==> src/rtl/multicycle_control_unit_pkg.sv <==
// mcu_pkg: shared constants for the multicycle control unit.
//   - opcode values, Inst[31:26]
//   - 4-bit FSM state encodings
//   - ALUOp, ALUSrcB and PCSource select codes
//   - ctrl_t bundles every strobe and select driven toward the datapath
package mcu_pkg;

    localparam logic [5:0] OP_RTYPE = 6'b000000;
    localparam logic [5:0] OP_LW    = 6'b100011;
    localparam logic [5:0] OP_SW    = 6'b101011;
    localparam logic [5:0] OP_BEQ   = 6'b000100;
    localparam logic [5:0] OP_J     = 6'b000010;
    localparam logic [5:0] OP_ADDI  = 6'b001000;

    typedef enum logic [3:0] {
        S_FETCH  = 4'd0,
        S_DECODE = 4'd1,
        S_MEMADR = 4'd2,
        S_MEMRD  = 4'd3,
        S_MEMWB  = 4'd4,
        S_MEMWR  = 4'd5,
        S_EXEC   = 4'd6,
        S_RWB    = 4'd7,
        S_BRANCH = 4'd8,
        S_JUMP   = 4'd9,
        S_ADDIEX = 4'd10,
        S_ADDIWB = 4'd11,
        S_HALT   = 4'd12
    } state_t;

    localparam logic [1:0] ALU_ADD   = 2'b00;
    localparam logic [1:0] ALU_SUB   = 2'b01;
    localparam logic [1:0] ALU_FUNCT = 2'b10;

    localparam logic [1:0] SRCB_RD2   = 2'b00;
    localparam logic [1:0] SRCB_FOUR  = 2'b01;
    localparam logic [1:0] SRCB_IMM   = 2'b10;
    localparam logic [1:0] SRCB_IMMSH = 2'b11;

    localparam logic [1:0] PCSRC_ALU    = 2'b00;
    localparam logic [1:0] PCSRC_ALUOUT = 2'b01;
    localparam logic [1:0] PCSRC_JUMP   = 2'b10;

    typedef struct packed {
        logic       pcWrite;
        logic       pcWriteCond;
        logic       iorD;
        logic       memRead;
        logic       memWrite;
        logic       irWrite;
        logic       memToReg;
        logic       regDst;
        logic       regWrite;
        logic       aluSrcA;
        logic [1:0] aluSrcB;
        logic [1:0] aluOp;
        logic [1:0] pcSource;
    } ctrl_t;

    // States that own a memory access and may stall on MemReady.
    function automatic logic isWaitState(state_t s);
        return (s == S_FETCH) || (s == S_MEMRD) || (s == S_MEMWR);
    endfunction

endpackage

==> src/rtl/multicycle_control_unit_if.sv <==
// multicycle_control_unit_if: control unit <-> datapath bundle.
//   datapath -> control : Op, zeroFlag, MemReady
//   control -> datapath : PC/IR/memory/regfile strobes, mux selects,
//                         IllegalOp, MemTimeout, InstCount, State
//   master modport = control unit, slave modport = datapath side.
interface multicycle_control_unit_if #(
    parameter int CNT_W = 32
);
    logic [5:0]       Op;
    logic             zeroFlag;
    logic             MemReady;

    logic             PCWrite;
    logic             PCWriteCond;
    logic             IorD;
    logic             MemRead;
    logic             MemWrite;
    logic             IRWrite;
    logic             MemToReg;
    logic             RegDst;
    logic             RegWrite;
    logic             ALUSrcA;
    logic [1:0]       ALUSrcB;
    logic [1:0]       ALUOp;
    logic [1:0]       PCSource;
    logic             IllegalOp;
    logic             MemTimeout;
    logic [CNT_W-1:0] InstCount;
    logic [3:0]       State;

    modport master (
        input  Op, zeroFlag, MemReady,
        output PCWrite, PCWriteCond, IorD, MemRead, MemWrite, IRWrite,
               MemToReg, RegDst, RegWrite, ALUSrcA, ALUSrcB, ALUOp,
               PCSource, IllegalOp, MemTimeout, InstCount, State
    );

    modport slave (
        output Op, zeroFlag, MemReady,
        input  PCWrite, PCWriteCond, IorD, MemRead, MemWrite, IRWrite,
               MemToReg, RegDst, RegWrite, ALUSrcA, ALUSrcB, ALUOp,
               PCSource, IllegalOp, MemTimeout, InstCount, State
    );

endinterface

==> src/rtl/multicycle_control_unit_mem_wait_timer.sv <==
// mem_wait_timer: counts stalled cycles of one memory access.
//   CLK, RST_n : clock, async active-low reset
//   start      : high every cycle a memory access is outstanding
//   ready      : MemReady from memory
//   expire     : this is the WAIT_LIMIT-th stalled cycle and memory is
//                still not ready; the access must be abandoned
module mem_wait_timer #(
    parameter int WAIT_LIMIT = 15
) (
    input  logic CLK,
    input  logic RST_n,
    input  logic start,
    input  logic ready,
    output logic expire
);

    localparam int W = $clog2(WAIT_LIMIT + 1);

    logic [W-1:0] waitCnt;

    // Fires combinationally in the stall that would take the count to the
    // limit; a ready in that same cycle wins, so success beats timeout.
    assign expire = start && !ready && (waitCnt == W'(WAIT_LIMIT - 1));

    // Completion or leaving the wait state clears the count, so every new
    // access starts from zero, including back-to-back MEMWR -> FETCH.
    always_ff @(posedge CLK or negedge RST_n) begin
        if (!RST_n)
            waitCnt <= '0;
        else if (start && !ready)
            waitCnt <= waitCnt + W'(1);
        else
            waitCnt <= '0;
    end

endmodule

==> src/rtl/multicycle_control_unit.sv <==
// multicycle_control_unit: FSM sequencing the multicycle MIPS-subset
// datapath (R-type, lw, sw, beq, j, addi).
//   CLK, RST_n : clock, async active-low reset
//   bus        : master side of multicycle_control_unit_if
//                (Op/zeroFlag/MemReady in; strobes, selects, IllegalOp,
//                 MemTimeout, InstCount, State out)
// Outputs decode from State only; IRWrite/PCWrite in FETCH also need
// MemReady. Everything is forced low while RST_n is asserted.
module multicycle_control_unit
    import mcu_pkg::*;
#(
    parameter int WAIT_LIMIT = 15,
    parameter int CNT_W      = 32
) (
    input  logic                        CLK,
    input  logic                        RST_n,
    multicycle_control_unit_if.master   bus
);

    state_t           state, stateNext;
    ctrl_t            ctl;
    logic             retire;
    logic             illegal;
    logic             inWait;
    logic             expire;
    logic [CNT_W-1:0] instCount;
    logic             memTimeout;

    assign inWait = isWaitState(state);

    mem_wait_timer #(.WAIT_LIMIT(WAIT_LIMIT)) uTimer (
        .CLK    (CLK),
        .RST_n  (RST_n),
        .start  (inWait),
        .ready  (bus.MemReady),
        .expire (expire)
    );

    always_ff @(posedge CLK or negedge RST_n) begin
        if (!RST_n) begin
            state      <= S_FETCH;
            instCount  <= '0;
            memTimeout <= 1'b0;
        end else begin
            state <= stateNext;
            if (retire)
                instCount <= instCount + CNT_W'(1);
            if (expire)
                memTimeout <= 1'b1;
        end
    end

    always_comb begin
        ctl       = '0;
        stateNext = state;
        retire    = 1'b0;
        illegal   = 1'b0;
        case (state)
            S_FETCH: begin
                ctl.memRead  = 1'b1;
                ctl.aluSrcB  = SRCB_FOUR;
                ctl.aluOp    = ALU_ADD;
                ctl.pcSource = PCSRC_ALU;
                if (bus.MemReady) begin
                    ctl.irWrite = 1'b1;
                    ctl.pcWrite = 1'b1;
                    stateNext   = S_DECODE;
                end else if (expire) begin
                    stateNext = S_HALT;
                end
            end
            S_DECODE: begin
                // Branch target PC+(imm<<2) precomputed into ALUOut here.
                ctl.aluSrcB = SRCB_IMMSH;
                ctl.aluOp   = ALU_ADD;
                case (bus.Op)
                    OP_LW, OP_SW: stateNext = S_MEMADR;
                    OP_RTYPE:     stateNext = S_EXEC;
                    OP_BEQ:       stateNext = S_BRANCH;
                    OP_J:         stateNext = S_JUMP;
                    OP_ADDI:      stateNext = S_ADDIEX;
                    default: begin
                        illegal   = 1'b1;
                        stateNext = S_FETCH;
                    end
                endcase
            end
            S_MEMADR: begin
                ctl.aluSrcA = 1'b1;
                ctl.aluSrcB = SRCB_IMM;
                ctl.aluOp   = ALU_ADD;
                stateNext   = (bus.Op == OP_LW) ? S_MEMRD : S_MEMWR;
            end
            S_MEMRD: begin
                ctl.memRead = 1'b1;
                ctl.iorD    = 1'b1;
                if (bus.MemReady)
                    stateNext = S_MEMWB;
                else if (expire)
                    stateNext = S_HALT;
            end
            S_MEMWB: begin
                ctl.regWrite = 1'b1;
                ctl.memToReg = 1'b1;
                stateNext    = S_FETCH;
                retire       = 1'b1;
            end
            S_MEMWR: begin
                ctl.memWrite = 1'b1;
                ctl.iorD     = 1'b1;
                if (bus.MemReady) begin
                    stateNext = S_FETCH;
                    retire    = 1'b1;
                end else if (expire) begin
                    stateNext = S_HALT;
                end
            end
            S_EXEC: begin
                ctl.aluSrcA = 1'b1;
                ctl.aluSrcB = SRCB_RD2;
                ctl.aluOp   = ALU_FUNCT;
                stateNext   = S_RWB;
            end
            S_RWB: begin
                ctl.regWrite = 1'b1;
                ctl.regDst   = 1'b1;
                stateNext    = S_FETCH;
                retire       = 1'b1;
            end
            S_BRANCH: begin
                // Datapath qualifies PCWriteCond with zeroFlag.
                ctl.aluSrcA     = 1'b1;
                ctl.aluSrcB     = SRCB_RD2;
                ctl.aluOp       = ALU_SUB;
                ctl.pcWriteCond = 1'b1;
                ctl.pcSource    = PCSRC_ALUOUT;
                stateNext       = S_FETCH;
                retire          = 1'b1;
            end
            S_JUMP: begin
                ctl.pcWrite  = 1'b1;
                ctl.pcSource = PCSRC_JUMP;
                stateNext    = S_FETCH;
                retire       = 1'b1;
            end
            S_ADDIEX: begin
                ctl.aluSrcA = 1'b1;
                ctl.aluSrcB = SRCB_IMM;
                ctl.aluOp   = ALU_ADD;
                stateNext   = S_ADDIWB;
            end
            S_ADDIWB: begin
                ctl.regWrite = 1'b1;
                stateNext    = S_FETCH;
                retire       = 1'b1;
            end
            S_HALT: stateNext = S_HALT;
            default: stateNext = S_FETCH;
        endcase
    end

    assign bus.PCWrite     = RST_n & ctl.pcWrite;
    assign bus.PCWriteCond = RST_n & ctl.pcWriteCond;
    assign bus.IorD        = RST_n & ctl.iorD;
    assign bus.MemRead     = RST_n & ctl.memRead;
    assign bus.MemWrite    = RST_n & ctl.memWrite;
    assign bus.IRWrite     = RST_n & ctl.irWrite;
    assign bus.MemToReg    = RST_n & ctl.memToReg;
    assign bus.RegDst      = RST_n & ctl.regDst;
    assign bus.RegWrite    = RST_n & ctl.regWrite;
    assign bus.ALUSrcA     = RST_n & ctl.aluSrcA;
    assign bus.ALUSrcB     = RST_n ? ctl.aluSrcB  : 2'b00;
    assign bus.ALUOp       = RST_n ? ctl.aluOp    : 2'b00;
    assign bus.PCSource    = RST_n ? ctl.pcSource : 2'b00;
    assign bus.IllegalOp   = RST_n & illegal;
    assign bus.MemTimeout  = memTimeout;
    assign bus.InstCount   = instCount;
    assign bus.State       = state;

endmodule
==> src/flat_wrapper.sv <==
// flat-port wrapper written by rule: the top's interface ports become plain ports
module multicycle_control_unit_flat import mcu_pkg::*;
#(
    parameter int WAIT_LIMIT = 15,
    parameter int CNT_W      = 32
)
  (CLK, RST_n, bus_Op, bus_zeroFlag, bus_MemReady, bus_PCWrite, bus_PCWriteCond, bus_IorD, bus_MemRead, bus_MemWrite, bus_IRWrite, bus_MemToReg, bus_RegDst, bus_RegWrite, bus_ALUSrcA, bus_ALUSrcB, bus_ALUOp, bus_PCSource, bus_IllegalOp, bus_MemTimeout, bus_InstCount, bus_State);
  multicycle_control_unit_if #(.CNT_W(CNT_W)) bus_i ();
  input  logic CLK;
  input  logic RST_n;
  input wire logic [$bits(bus_i.Op)-1:0] bus_Op;
  input wire logic [$bits(bus_i.zeroFlag)-1:0] bus_zeroFlag;
  input wire logic [$bits(bus_i.MemReady)-1:0] bus_MemReady;
  output wire logic [$bits(bus_i.PCWrite)-1:0] bus_PCWrite;
  output wire logic [$bits(bus_i.PCWriteCond)-1:0] bus_PCWriteCond;
  output wire logic [$bits(bus_i.IorD)-1:0] bus_IorD;
  output wire logic [$bits(bus_i.MemRead)-1:0] bus_MemRead;
  output wire logic [$bits(bus_i.MemWrite)-1:0] bus_MemWrite;
  output wire logic [$bits(bus_i.IRWrite)-1:0] bus_IRWrite;
  output wire logic [$bits(bus_i.MemToReg)-1:0] bus_MemToReg;
  output wire logic [$bits(bus_i.RegDst)-1:0] bus_RegDst;
  output wire logic [$bits(bus_i.RegWrite)-1:0] bus_RegWrite;
  output wire logic [$bits(bus_i.ALUSrcA)-1:0] bus_ALUSrcA;
  output wire logic [$bits(bus_i.ALUSrcB)-1:0] bus_ALUSrcB;
  output wire logic [$bits(bus_i.ALUOp)-1:0] bus_ALUOp;
  output wire logic [$bits(bus_i.PCSource)-1:0] bus_PCSource;
  output wire logic [$bits(bus_i.IllegalOp)-1:0] bus_IllegalOp;
  output wire logic [$bits(bus_i.MemTimeout)-1:0] bus_MemTimeout;
  output wire logic [$bits(bus_i.InstCount)-1:0] bus_InstCount;
  output wire logic [$bits(bus_i.State)-1:0] bus_State;
  assign bus_i.Op = bus_Op;
  assign bus_i.zeroFlag = bus_zeroFlag;
  assign bus_i.MemReady = bus_MemReady;
  assign bus_PCWrite = bus_i.PCWrite;
  assign bus_PCWriteCond = bus_i.PCWriteCond;
  assign bus_IorD = bus_i.IorD;
  assign bus_MemRead = bus_i.MemRead;
  assign bus_MemWrite = bus_i.MemWrite;
  assign bus_IRWrite = bus_i.IRWrite;
  assign bus_MemToReg = bus_i.MemToReg;
  assign bus_RegDst = bus_i.RegDst;
  assign bus_RegWrite = bus_i.RegWrite;
  assign bus_ALUSrcA = bus_i.ALUSrcA;
  assign bus_ALUSrcB = bus_i.ALUSrcB;
  assign bus_ALUOp = bus_i.ALUOp;
  assign bus_PCSource = bus_i.PCSource;
  assign bus_IllegalOp = bus_i.IllegalOp;
  assign bus_MemTimeout = bus_i.MemTimeout;
  assign bus_InstCount = bus_i.InstCount;
  assign bus_State = bus_i.State;
  multicycle_control_unit #(.WAIT_LIMIT(WAIT_LIMIT), .CNT_W(CNT_W)) u_core (.CLK(CLK), .RST_n(RST_n), .bus(bus_i));
endmodule
==> config.mk <==
export PLATFORM = sky130hd
export DESIGN_NAME = multicycle_control_unit_flat
export DESIGN_NICKNAME = d
export VERILOG_FILES = /design/src/rtl/multicycle_control_unit_pkg.sv /design/src/rtl/multicycle_control_unit_if.sv /design/src/rtl/multicycle_control_unit_mem_wait_timer.sv /design/src/rtl/multicycle_control_unit.sv /design/src/flat_wrapper.sv
export SDC_FILE = /design/constraint.sdc
export NUM_CORES = 1
export LEC_CHECK = 0
export ABC_AREA = 1
export BUFFER_PORTS_ARGS = -buffer_cell sky130_fd_sc_hd__buf_4
export CAP_MARGIN = 20
export CORE_MARGIN = 1.5
export CORE_UTILIZATION = 59
export DETAILED_ROUTE_END_ITERATION = 7
export GPL_TIMING_DRIVEN = 0
export PLACE_DENSITY_LB_ADDON = 0.08
export SLEW_MARGIN = 20
export SYNTH_ARGS = -nofsm -noshare
export SYNTH_HDL_FRONTEND = slang
export SYNTH_HIERARCHICAL = 1
export SYNTH_SLANG_ARGS = --single-unit
export TNS_END_PERCENT = 1
==> constraint.sdc <==
create_clock -name CLK -period 3.09 [get_ports CLK]
set_clock_uncertainty 0.2 [all_clocks]
set_input_delay 0.618 -clock CLK [delete_from_list [all_inputs] [get_ports CLK]]
set_output_delay 0.618 -clock CLK [all_outputs]
set_load 0.03 [all_outputs]
* Word level (Yosys, flattened, before mapping)
Index checks and enable logic that the tools add are counted.
** Word-level totals
- Output and inout port bits :: 54
- Bits of input ports :: 10
- Register bits :: 41
** Cells by class
- Bitwise gates (word level) :: 11
- Equality and inequality tests :: 18
- Add/sub/neg operators :: 2
- Reduce and logical (&&, ||, !) cells :: 15
- Mux-type cells :: 27
** Operators with widths (count)
- one-hot mux 4 bit (5 select lines) :: 2
- adder 32 x 1 -> 32 bit (second input constant) :: 1
- one-hot mux 4 bit (8 select lines) :: 1
- equality test 4 bit (second input constant) :: 6
- two-way mux 4 bit :: 5
- equality test 4 x 3 -> 1 bit (second input constant) :: 4
- equality test 6 bit (second input constant) :: 2
- two-way mux 1 bit :: 12
- bitwise AND 1 bit :: 11
- equality test 4 x 2 -> 1 bit (second input constant) :: 2
- OR reduction 2 bit :: 4
- equality test 6 x 2 -> 1 bit (second input constant) :: 1
- equality test 6 x 3 -> 1 bit (second input constant) :: 1
- equality test 6 x 4 -> 1 bit (second input constant) :: 1
- logical NOT 6 bit :: 1
- two-way mux 2 bit :: 3
- OR reduction 6 bit :: 1
- OR reduction 5 bit :: 1
- adder 4 x 1 -> 4 bit (second input constant) :: 1
- equality test 4 x 1 -> 1 bit (second input constant) :: 1
- logical NOT 4 bit :: 1
- one-hot mux 1 bit (2 select lines) :: 2
- one-hot mux 2 bit (2 select lines) :: 1
- OR reduction 4 bit :: 1
- other kinds (5) :: 7

* Logic depth before layout (Yosys ltp)
Gate-level depths: netlist (run 1).
- Depth after elaboration :: 8
- Mapped depth :: 14
- Depth with buffers taken out :: 14

* By module
Netlist (run 1), hierarchy kept.
** By module, submodules not included
- multicycle_control_unit :: seq. area each 925.9 µm², cells each 421, area an instance 2612.5 µm², instances 1
- mem_wait_timer :: seq. area each 100.1 µm², cells each 24, area an instance 202.7 µm², instances 1

* Least setup slack after synthesis (run 1)
OpenSTA, ideal clock, no wires.
- Kind :: reg2out
- Start :: register u_core.state[2], in the netlist u_core/bus.State[2]
- End :: output port bus_PCSource[0]
- Arrival time :: 1.611 ns
- Path buffers :: 1
- Path slack :: 0.661 ns
- Stages on the path, launching flop included :: 7
- Cells stage by stage :: dfrtp_1 > inv_2 > nand2_1 > inv_2 > nand2_1 > nor2_1 > buf_4
** On the way
- Word-level cells in the longest chain between the ends :: 3
** Ends and longest elaborated chain
- start, declared :: RTL line multicycle_control_unit.sv:20 : state_t state, stateNext;
- start signal, assigned :: RTL line multicycle_control_unit.sv:45 : state <= stateNext;
- equality test 4 bit :: RTL line multicycle_control_unit.sv:58 : case (state)
- one-hot mux 2 bit (2 select lines) * :: RTL line multicycle_control_unit.sv:58
- two-way mux 2 bit * :: RTL line multicycle_control_unit.sv:174 : assign bus.PCSource = RST_n ? ctl.pcSource : 2'b00;
- end, declared :: RTL line flat_wrapper.sv:26 : output wire logic [$bits(bus_i.PCSource)-1:0] bus_PCSource;
Mark *: on every way between the ends. The rest lies on a longest branch, timed or not.

* Final worst setup path (run 1)
- Start :: input port RST_n
- End :: output port bus_PCSource[0]
** On the way
- Word-level cells in the longest chain between the ends :: 1
** Ends and longest elaborated chain
- start, declared :: RTL line flat_wrapper.sv:10 : input logic RST_n;
- two-way mux 2 bit :: RTL line multicycle_control_unit.sv:174
No other way between the ends.

==> reports/qor.yml, run 1 <==
placed_design:
  place_area_mm2: 0.00335
  pre_cts_slack_ps: 234
  numPlacedInstances: 559
  gp_congestion: 0.933
  hpwlAfterDp_um: 5560
  portBuffers: 62
critical_path:
  cp-end-kind: "primary output"
  timing.rr.start: "u_core/bus.State[3]$_DFF_PN0_"
  criticalPathCategory: "in -> out"
  crit_fanout: 43
  start_kind: "input port"
  startpoint: "RST_n"
  cp_data_arrival_time_ps: 2010
  cp.required_ps: 2270
clock_tree:
  post_cts_buffers: 0
  holdBufCountCts: 0
  insertion_delay_ps: 300
  htreeDepth: 2
  clock_path_buffers: 2
  clockRootBuffer: "clkbuf_8"
  tritoncts: "built"
  clk_pin_slew_worst_paths_ps: 80
  cts.sinks: 41
  ctsResizeCount: 0
  cts_buffers: 5
timing:
  rsz0062_at_grt: "no"
  worst_hold_slack_ps: 109
  setup_tns_ps: 0
  worst_pin_slew_ps: 557
  slew_headroom: 0.629
  setup_slack_ps: 263
  finalCriticalPeriod_ps: 2830
  max_freq_ghz: 0.354
  setup_viol: 0
  hold_viol: 0
  finalCritPeriodShare: 0.915
  slew_violations: 0
layout:
  syn_to_final_growth_pct: 23.0
  final_layout_size_suffix_gt1_frac: 0.181
  final_cell_area_mm2: 0.00346
  layoutNonFillerInstCount: 567
  fin_nets: 527
  finish.utilization: 0.774
  diodes: 0
  fillers: 371
pwr:
  power_density_mw_per_mm2: 509
  vdd_drop_max_mv: 0.354
  cellLeakagePower_nw: 1.75
  p_total_mw: 1.76
logic_synthesis:
  synth_top_area_share: 0.364
  synth.most_common_cell: "nand2_1"
  synth-simple-area-share: 0.458
  ys_seq_area_frac: 0.364
  syn_nets: 458
  synthAdderAreaFrac: 0.0133
  ys_ff_latch: 41
  syn_inst: 445
  yosys-top-cells-area: "dfrtp_1 (36%), nand2_1 (24%), nor2_1 (10%)"
  synthTopCellsByCount: "nand2_1 (177), nor2_1 (76), dfrtp_1 (41), inv_1 (41), nand3_1 (27)"
  synth_cell_types: 29
  synth_compound_area_frac: 0.0467
  synth.area.mux_share: 0
  syn_area_mm2: 0.00282
  synthFlopType: "dfrtp_1"
  synthXorXnorAreaFrac: 0.0280
  ys_warn_count: 6
  synth_top_family_by_area: "simple AND/OR/NAND/NOR gates"
  yosys.area.top_type: "dfrtp_1"
  synth_edf_count: 0
  async_reset_ff_frac: 1.00
  avgSynthCellArea_um2: 6.33
floorplan:
  ios: 64
  start_util: 0.629
  die_area_mm2: 0.00519
  row_count: 24
  core_mm2: 0.00447
  die_width_um: 72.1
  die_h_um: 72.1
drt:
  first_pass_iters: 5
  wl_per_cell_um: 12.7
  vias: 3038
  drt_wl_total_um: 7220
  drtAntennaViolNets: 0
  routed_via_density: 5.36
  drc_errors: 0
  first_iter_violations: 238
flow_run:
  maxCapViolCount: 0
global_routing:
  antenna_found_initial: 0
  grt_overflow_total: 0
  grt_max_degree: 44
  grt_use_total: 0.286
  grt_pass1_vias: 2718
  grt_pass1_wl_um: 11900
hold_path:
  min_path_type: "in -> async"
run_status:
  run_status: "complete, no violations"
-- worst max-delay path: stages --
cell and delay, ps:
buf_4 450, inv_1 220, buf_1 260, nor2_1 190, buf_4 120, buf_4 140
-- metal layers --
| layer | vias to the layer above | track usage | part of all wire |
|---|---|---|---|
| met3 | 13 | 0.0569 | 0.059 |
| met2 | 118 | 0.505 | 0.51 |
| met4 | 0 | 0.0860 | 0.020 |
| met1 | 1383 | 0.354 | 0.41 |
| li1 | 1524 | - | - |
| met5 | - | 0 | 0 |
-- worst paths after layout --
kind	endpoint	slack, ps	depth (start not counted)
min in group CLK	u_core/bus.MemTimeout$_DFFE_PN0P_	280	1
hold reg to reg	u_core/bus.MemTimeout$_DFFE_PN0P_	280	1
setup / recovery	bus_PCSource[0]	260	6
setup reg to reg	u_core/bus.State[0]$_DFF_PN0_	900	12
hold / removal	u_core/bus.InstCount[4]$_DFFE_PN0P_	110	1
max in group asynchronous	u_core/bus.InstCount[26]$_DFFE_PN0P_	2200	1
-- sequential cells by signal, summed over array words and instances (netlist names) --
name / cells
u_core/bus.InstCount: 32
u_core/uTimer/waitCnt: 4
u_core/bus.State: 4
u_core/bus.MemTimeout: 1
-- layout make-up --
type                    count  area, µm²  area share
clock buffers               7       86.3      0.0249
plain buffers               8       68.8      0.0199
flip-flops and latches     41       1030       0.296
inverters                  49        184      0.0531
clock inverters             1       30.0     0.00867
multi-input cells         347       1540       0.444
repair buffers             62        465       0.134
well taps                  52       65.1      0.0188
-- power breakdown --
part	switching, mW	internal (mW)
Combinational	0.431	0.220
Sequential	0.0725	0.587
Clock	0.188	0.264
Total	0.692	1.07
-- placed cells by master (no fill, tap or decap), drive strengths merged, types with 6 or more instances in the layout --
master and instances:
a21oi 7, buf 70, clkbuf 7, dfrtp 41, inv 49, nand2 179
nand3 27, nand3b 7, nand4 6, nor2 81, nor3 8, o21ai 11
xor2 6
-- kinds of logic after synthesis --
group	after synthesis
AOI/OAI and AO/OA	23
adders and majority gates	3
xor gates and xnor gates	9
buffers and inverters	57
and+or+nand+nor	312
DFF	41
Power figures use the tool's default switching activity.
==> run 2, diff against run 1 <==
- ABC_AREA: 1 -> not set
- CORE_UTILIZATION: 59 -> 56
==> run 2 against run 1 <==
Via count decreased by 33%. Global-route usage decreased by 4.4 points. Synthesized cell count decreased by 44%. Count of clock-buffer cells in the layout decreased by 1. Sequential power increased by 0.6%. Non-clock buffer count increased by 1. Routed wire length decreased by 28%. Sequential share of layout area increased by 5.5 points. Sequential cell count unchanged. Design area decreased by 16%. First-iteration DRC count decreased by 30%. Critical path depth increased by 4. Critical path type is now reg -> reg. Critical endpoint is now u_core/bus.State[2]$_DFF_PN0_.
==> reports/qor.yml, run 2 <==
logic_synthesis:
  avgSynthCellArea_um2: 9.23
  synth_compound_area_frac: 0.0542
  synthTopCellsByCount: "dfrtp_1 (41), nor2_1 (31), nand2_1 (26)"
  yosys-top-cells-area: "dfrtp_1 (44%), xnor2_1 (8.0%), xor2_1 (5.3%)"
  ys_ff_latch: 41
  synth_cell_types: 41
  ys_warn_count: 6
  synthAdderAreaFrac: 0.0163
  yosys.area.top_type: "dfrtp_1"
  synth.area.mux_share: 0.0179
  synthXorXnorAreaFrac: 0.133
  synthFlopType: "dfrtp_1"
  ys_seq_area_frac: 0.445
  syn_nets: 263
  synth_top_family_by_area: "simple AND/OR/NAND/NOR gates"
  syn_inst: 250
  syn_area_mm2: 0.00231
  synth.most_common_cell: "dfrtp_1"
  synth_edf_count: 0
  synth_top_area_share: 0.445
  async_reset_ff_frac: 1.00
  synth-simple-area-share: 0.290
clock_tree:
  cts_buffers: 5
  post_cts_buffers: 0
  ctsResizeCount: 0
  tritoncts: "built"
  clock_path_buffers: 2
  holdBufCountCts: 0
  htreeDepth: 2
  clk_pin_slew_worst_paths_ps: 70
  cts.sinks: 41
  clockRootBuffer: "clkbuf_8"
  insertion_delay_ps: 290
global_routing:
  grt_use_total: 0.242
  grt_overflow_total: 0
  grt_pass1_wl_um: 8450
  grt_max_degree: 49
  grt_pass1_vias: 1860
  antenna_found_initial: 0
layout:
  layout_common_cells: "buf_4 (64), dfrtp_1 (41), nor2_1 (31)"
  diodes: 0
  syn_to_final_growth_pct: 26.6
  final_layout_size_suffix_gt1_frac: 0.277
  fillers: 339
  multi_input_area_mm2: 0.00118
  regArea_mm2: 0.00103
  largest_reg_flops: 32
  fin_nets: 331
  finish.utilization: 0.736
  mostFrequentLayoutCell: "buf_4"
critical_path:
  crit_fanout: 10
  cp_slowest_stage_delay_ps: 450
  startpoint: "u_core/bus.State[2]$_DFF_PN0_"
  cp_common_cell: "nor2_1"
  reg2reg_slack_ps: 220
  cp.required_ps: 3090
  start_kind: "flop"
  criticalPathCategory: "reg -> reg"
  worstPathCellList: "clkbuf_1 > xor2_1 > a21oi_1 > nor2_1 > or2b_1 > nor2_1 > nor2_1 > a2111oi_0 > a211oi_1 > o21ai_0"
  cp-end-kind: "flop"
  slowest_stage: "a2111oi_0"
  timing.rr.start: "u_core/bus.State[2]$_DFF_PN0_"
  cp_data_arrival_time_ps: 2870
floorplan:
  die_width_um: 67.2
  row_count: 23
  start_util: 0.581
  die_area_mm2: 0.00451
  die_h_um: 67.2
  core_mm2: 0.00397
  ios: 64
timing:
  worst_pin_slew_ps: 565
  finalCriticalPeriod_ps: 2870
  slew_violations: 0
  setup_tns_ps: 0
  rsz0062_at_grt: "no"
  max_freq_ghz: 0.348
  setup_viol: 0
  slew_headroom: 0.623
  hold_viol: 0
  finalCritPeriodShare: 0.929
drt:
  drt_wl_total_um: 5190
  routed_via_density: 5.52
  wl_per_cell_um: 14.1
  first_pass_iters: 6
  vias: 2031
  drtAntennaViolNets: 0
  drc_errors: 0
  first_iter_violations: 166
run_status:
  run_status: "complete, no violations"
pwr:
  vdd_drop_max_mv: 0.564
  p_total_mw: 1.70
  cellLeakagePower_nw: 1.43
  power_density_mw_per_mm2: 582
hold_path:
  min_path_type: "in -> async"
placed_design:
  portBuffers: 62
  hpwlAfterDp_um: 3720
  gp_congestion: 0.884
flow_run:
  maxCapViolCount: 0
run 2: changes by cell type in the layout (fill, tap and decap cells not counted), moves of 5 or more:
cell | before | now
nand2_1 | 177 | 26
nor2_1 | 76 | 31
inv_1 | 41 | 9
xnor2_1 | 3 | 21
nand3_1 | 27 | 17
nor3_1 | 8 | 17
inv_2 | 8 | 0
xor2_1 | 6 | 14
nand3b_1 | 7 | 1
o21ai_1 | 6 | 0
nand3_2 | 0 | 5
run 2: cells by family after synthesis:
group                    after synthesis
multiplexers                           4
adder cells (fa/ha/maj)                3
flip-flops                            41
AND/OR/NAND/NOR                      127
AO/OA/AOI/OAI                         21
XOR/XNOR                              35
buffers and inverters                 19
run 2: layout make-up:
| class | count | share of cell area |
|---|---|---|
| repair buffers | 62 | 0.159 |
| well taps | 50 | 0.0214 |
| clock inverters | 1 | 0.00257 |
| plain buffers | 9 | 0.0218 |
| flip-flops and latches | 41 | 0.351 |
| inverters | 9 | 0.0116 |
| clock buffers | 6 | 0.0283 |
| multi-input cells | 190 | 0.404 |
run 2: path summary, 6_finish.rpt:
check / endpoint / cells after the start
worst min register to register: u_core/bus.InstCount[31]$_DFFE_PN0P_ / 1
worst min-delay path: u_core/uTimer/waitCnt[1]$_DFF_PN0_ / 1
worst max register to register: u_core/bus.State[2]$_DFF_PN0_ / 10
max in group asynchronous: u_core/bus.State[2]$_DFF_PN0_ / 1
min in group CLK: u_core/bus.InstCount[31]$_DFFE_PN0P_ / 1
worst max-delay path: u_core/bus.State[2]$_DFF_PN0_ / 10
run 2: per-stage QoR:
| step | cell area (µm²) | std cells | hold slack (ps) | setup slack (ps) |
|---|---|---|---|---|
| 2_1_floorplan | 2310 | 250 | 122 | 52.0 |
| 3_3_place_gp | 2840 | 362 | 253 | 393 |
| 3_5_place_dp | 2840 | 362 | 258 | 380 |
| 4_1_cts | 2930 | 369 | 138 | 176 |
| 5_1_grt | 2920 | 368 | 164 | 43.5 |
| 6_report | 2920 | 368 | 118 | 219 |
run 2: layer usage:
metal  routed length [µm]  up-vias  GRT usage
met5                    0        -          0
met4                   44        0     0.0663
met3                  206        7     0.0367
met2                 2630       55      0.408
met1                 2310      978      0.325
li1                     -      991          -
run 2: worst max-delay path: cells and delay by family, from the launching register on:
family | cells | cell delay [ps]
buf+inv | 1 | 380
compound gates | 4 | 740
xor+xnor | 1 | 270
simple gates | 4 | 820
flops | 1 | 370
run 2: power by group:
group	switching, mW	total, mW	internal, mW
registers	0.0670	0.664	0.597
logic	0.434	0.686	0.252
clock network	0.176	0.352	0.176
total	0.676	1.70	1.03
==> run 3, diff against run 2 <==
==> constraint.sdc (replaced) <==
create_clock -name CLK -period 3.09 [get_ports CLK]
set_clock_uncertainty 0.2 [all_clocks]
set_input_delay 0.4635 -clock CLK [delete_from_list [all_inputs] [get_ports CLK]]
set_output_delay 0.4635 -clock CLK [all_outputs]
set_load 0.03 [all_outputs]
==> run 3 against run 2 <==
Sequential power about the same. Clock power is essentially flat. Global-route usage increased by 0.14 points. Combinational power about the same. Maximum frequency grew 0.11%. Final cell count grew 0.54%. Hold slack improved by 150 ps. Die area stayed put. Register-to-register slack about the same. Sequential share of layout area fell by 0.21 points. Largest cell class unchanged. Largest power group unchanged.
==> reports/qor.yml, run 3 (synthesis gave the netlist of run 2 again) <==
hold_path:
  min_path_type: "reg -> reg"
  hp-start: "u_core/bus.InstCount[31]$_DFFE_PN0P_"
  hold_end: "u_core/bus.InstCount[31]$_DFFE_PN0P_"
  hold_depth: 1
drt:
  first_iter_violations: 150
  drc_errors: 0
  drt_wl_total_um: 5220
  routed_via_density: 5.50
  drtAntennaViolNets: 0
  wl_per_cell_um: 14.1
  first_pass_iters: 4
  vias: 2035
layout:
  diodes: 0
  layout_common_cells: "buf_4 (63), dfrtp_1 (41), nor2_1 (31)"
  final_layout_size_suffix_gt1_frac: 0.275
  regArea_mm2: 0.00103
  fillers: 336
  largest_reg_flops: 32
  multi_input_area_mm2: 0.00118
  mostFrequentLayoutCell: "buf_4"
  fin_nets: 333
  syn_to_final_growth_pct: 27.4
critical_path:
  worstPathCellList: "clkbuf_1 > xor2_1 > a21oi_1 > nor2_1 > or2b_1 > nor2_1 > nor2_1 > a2111oi_0 > a211oi_1 > o21ai_0"
  path_delay_family: "simple AND/OR/NAND/NOR gates"
  cp-end-kind: "flop"
  cp_slowest_stage_delay_ps: 430
  slowest_stage: "a2111oi_0"
  reg2reg_slack_ps: 220
  reg2regPathDepth: 10
  crit_fanout: 10
  cp.required_ps: 3090
  r2r-end: "u_core/bus.State[2]$_DFF_PN0_"
  cp_common_cell: "nor2_1"
  criticalPathCategory: "reg -> reg"
  cp_data_arrival_time_ps: 2870
  start_kind: "flop"
  timing.rr.start: "u_core/bus.State[2]$_DFF_PN0_"
  crit_buf_inv: 1
timing:
  worst_pin_slew_ps: 441
  slew_headroom: 0.699
  setup_viol: 0
  max_freq_ghz: 0.349
  finalCriticalPeriod_ps: 2870
  finalCritPeriodShare: 0.928
  slew_violations: 0
  setup_tns_ps: 0
  hold_viol: 0
  rsz0062_at_grt: "no"
clock_tree:
  clockRootBuffer: "clkbuf_8"
  htreeDepth: 2
  cts.sinks: 41
  cts_buffers: 5
  insertion_delay_ps: 290
  post_cts_buffers: 0
  tritoncts: "built"
  clock_path_buffers: 2
  clk_pin_slew_worst_paths_ps: 80
run_status:
  run_status: "complete, no violations"
flow_run:
  maxCapViolCount: 0
placed_design:
  portBuffers: 62
  gp_congestion: 0.884
  hpwlAfterDp_um: 3720
floorplan:
  die_width_um: 67.2
  ios: 64
  start_util: 0.581
  die_h_um: 67.2
  row_count: 23
  die_area_mm2: 0.00451
  core_mm2: 0.00397
pwr:
  vdd_drop_max_mv: 0.563
  p_total_mw: 1.71
  cellLeakagePower_nw: 1.43
  power_density_mw_per_mm2: 580
global_routing:
  grt_overflow_total: 0
  grt_max_degree: 49
  grt_pass1_vias: 1872
  antenna_found_initial: 0
  grt_use_total: 0.244
  grt_pass1_wl_um: 8490
[run 3: per-stage QoR]
step	std cells	util	hold slack, ps	worst slack (ps)	cell area [µm²]
6_report	370	0.740	273	222	2940
5_1_grt	370	0.740	301	44.0	2940
4_1_cts	370	0.739	273	176	2940
3_5_place_dp	362	0.714	258	380	2840
3_3_place_gp	362	0.714	253	393	2840
2_1_floorplan	250	-	-32.1	207	2310
[run 3: worst max-delay path by stage]
stage	slack (ps)	start	end	depth (start not counted)
floorplan	210	u_core/bus.State[3]$_DFF_PN0_	bus_PCSource[0]	6
global placement	390	u_core/bus.State[2]$_DFF_PN0_	u_core/bus.State[2]$_DFF_PN0_	10
detailed placement	380	u_core/bus.State[2]$_DFF_PN0_	u_core/bus.State[2]$_DFF_PN0_	10
CTS	180	RST_n	bus_PCSource[0]	6
global route	40	u_core/bus.State[2]$_DFF_PN0_	u_core/bus.State[2]$_DFF_PN0_	10
finish	220	u_core/bus.State[2]$_DFF_PN0_	u_core/bus.State[2]$_DFF_PN0_	10
[run 3: timing repair]
| action | in CTS | in global routing |
|---|---|---|
| setup endpoints to repair | 0 | 1 |
| gates resized for setup | 0 | 1 |
| hold buffers | 1 | 0 |
| hold endpoints to repair | 41 | 0 |
[run 3: area by class of cell]
type	instances	area share
plain buffers	10	0.0230
clock buffers	6	0.0281
clock inverters	1	0.00255
inverters	9	0.0115
multi-input cells	190	0.401
flip-flops and latches	41	0.349
well taps	50	0.0213
repair buffers	63	0.163
[run 3: report_power, final]
group	switching, mW	internal (mW)	leakage (nW)
clock network	0.176	0.176	0.0433
registers	0.0672	0.597	0.541
logic	0.435	0.254	0.851
[run 3: layer usage]
layer | vias to the layer above | share of wire | wire (µm) | global-route usage
met3 | 7 | 0.041 | 215 | 0.0367
met1 | 982 | 0.44 | 2310 | 0.325
met2 | 52 | 0.51 | 2650 | 0.413
li1 | 994 | - | - | -
met5 | - | 0 | 0 | 0
met4 | 0 | 0.0084 | 44 | 0.0663
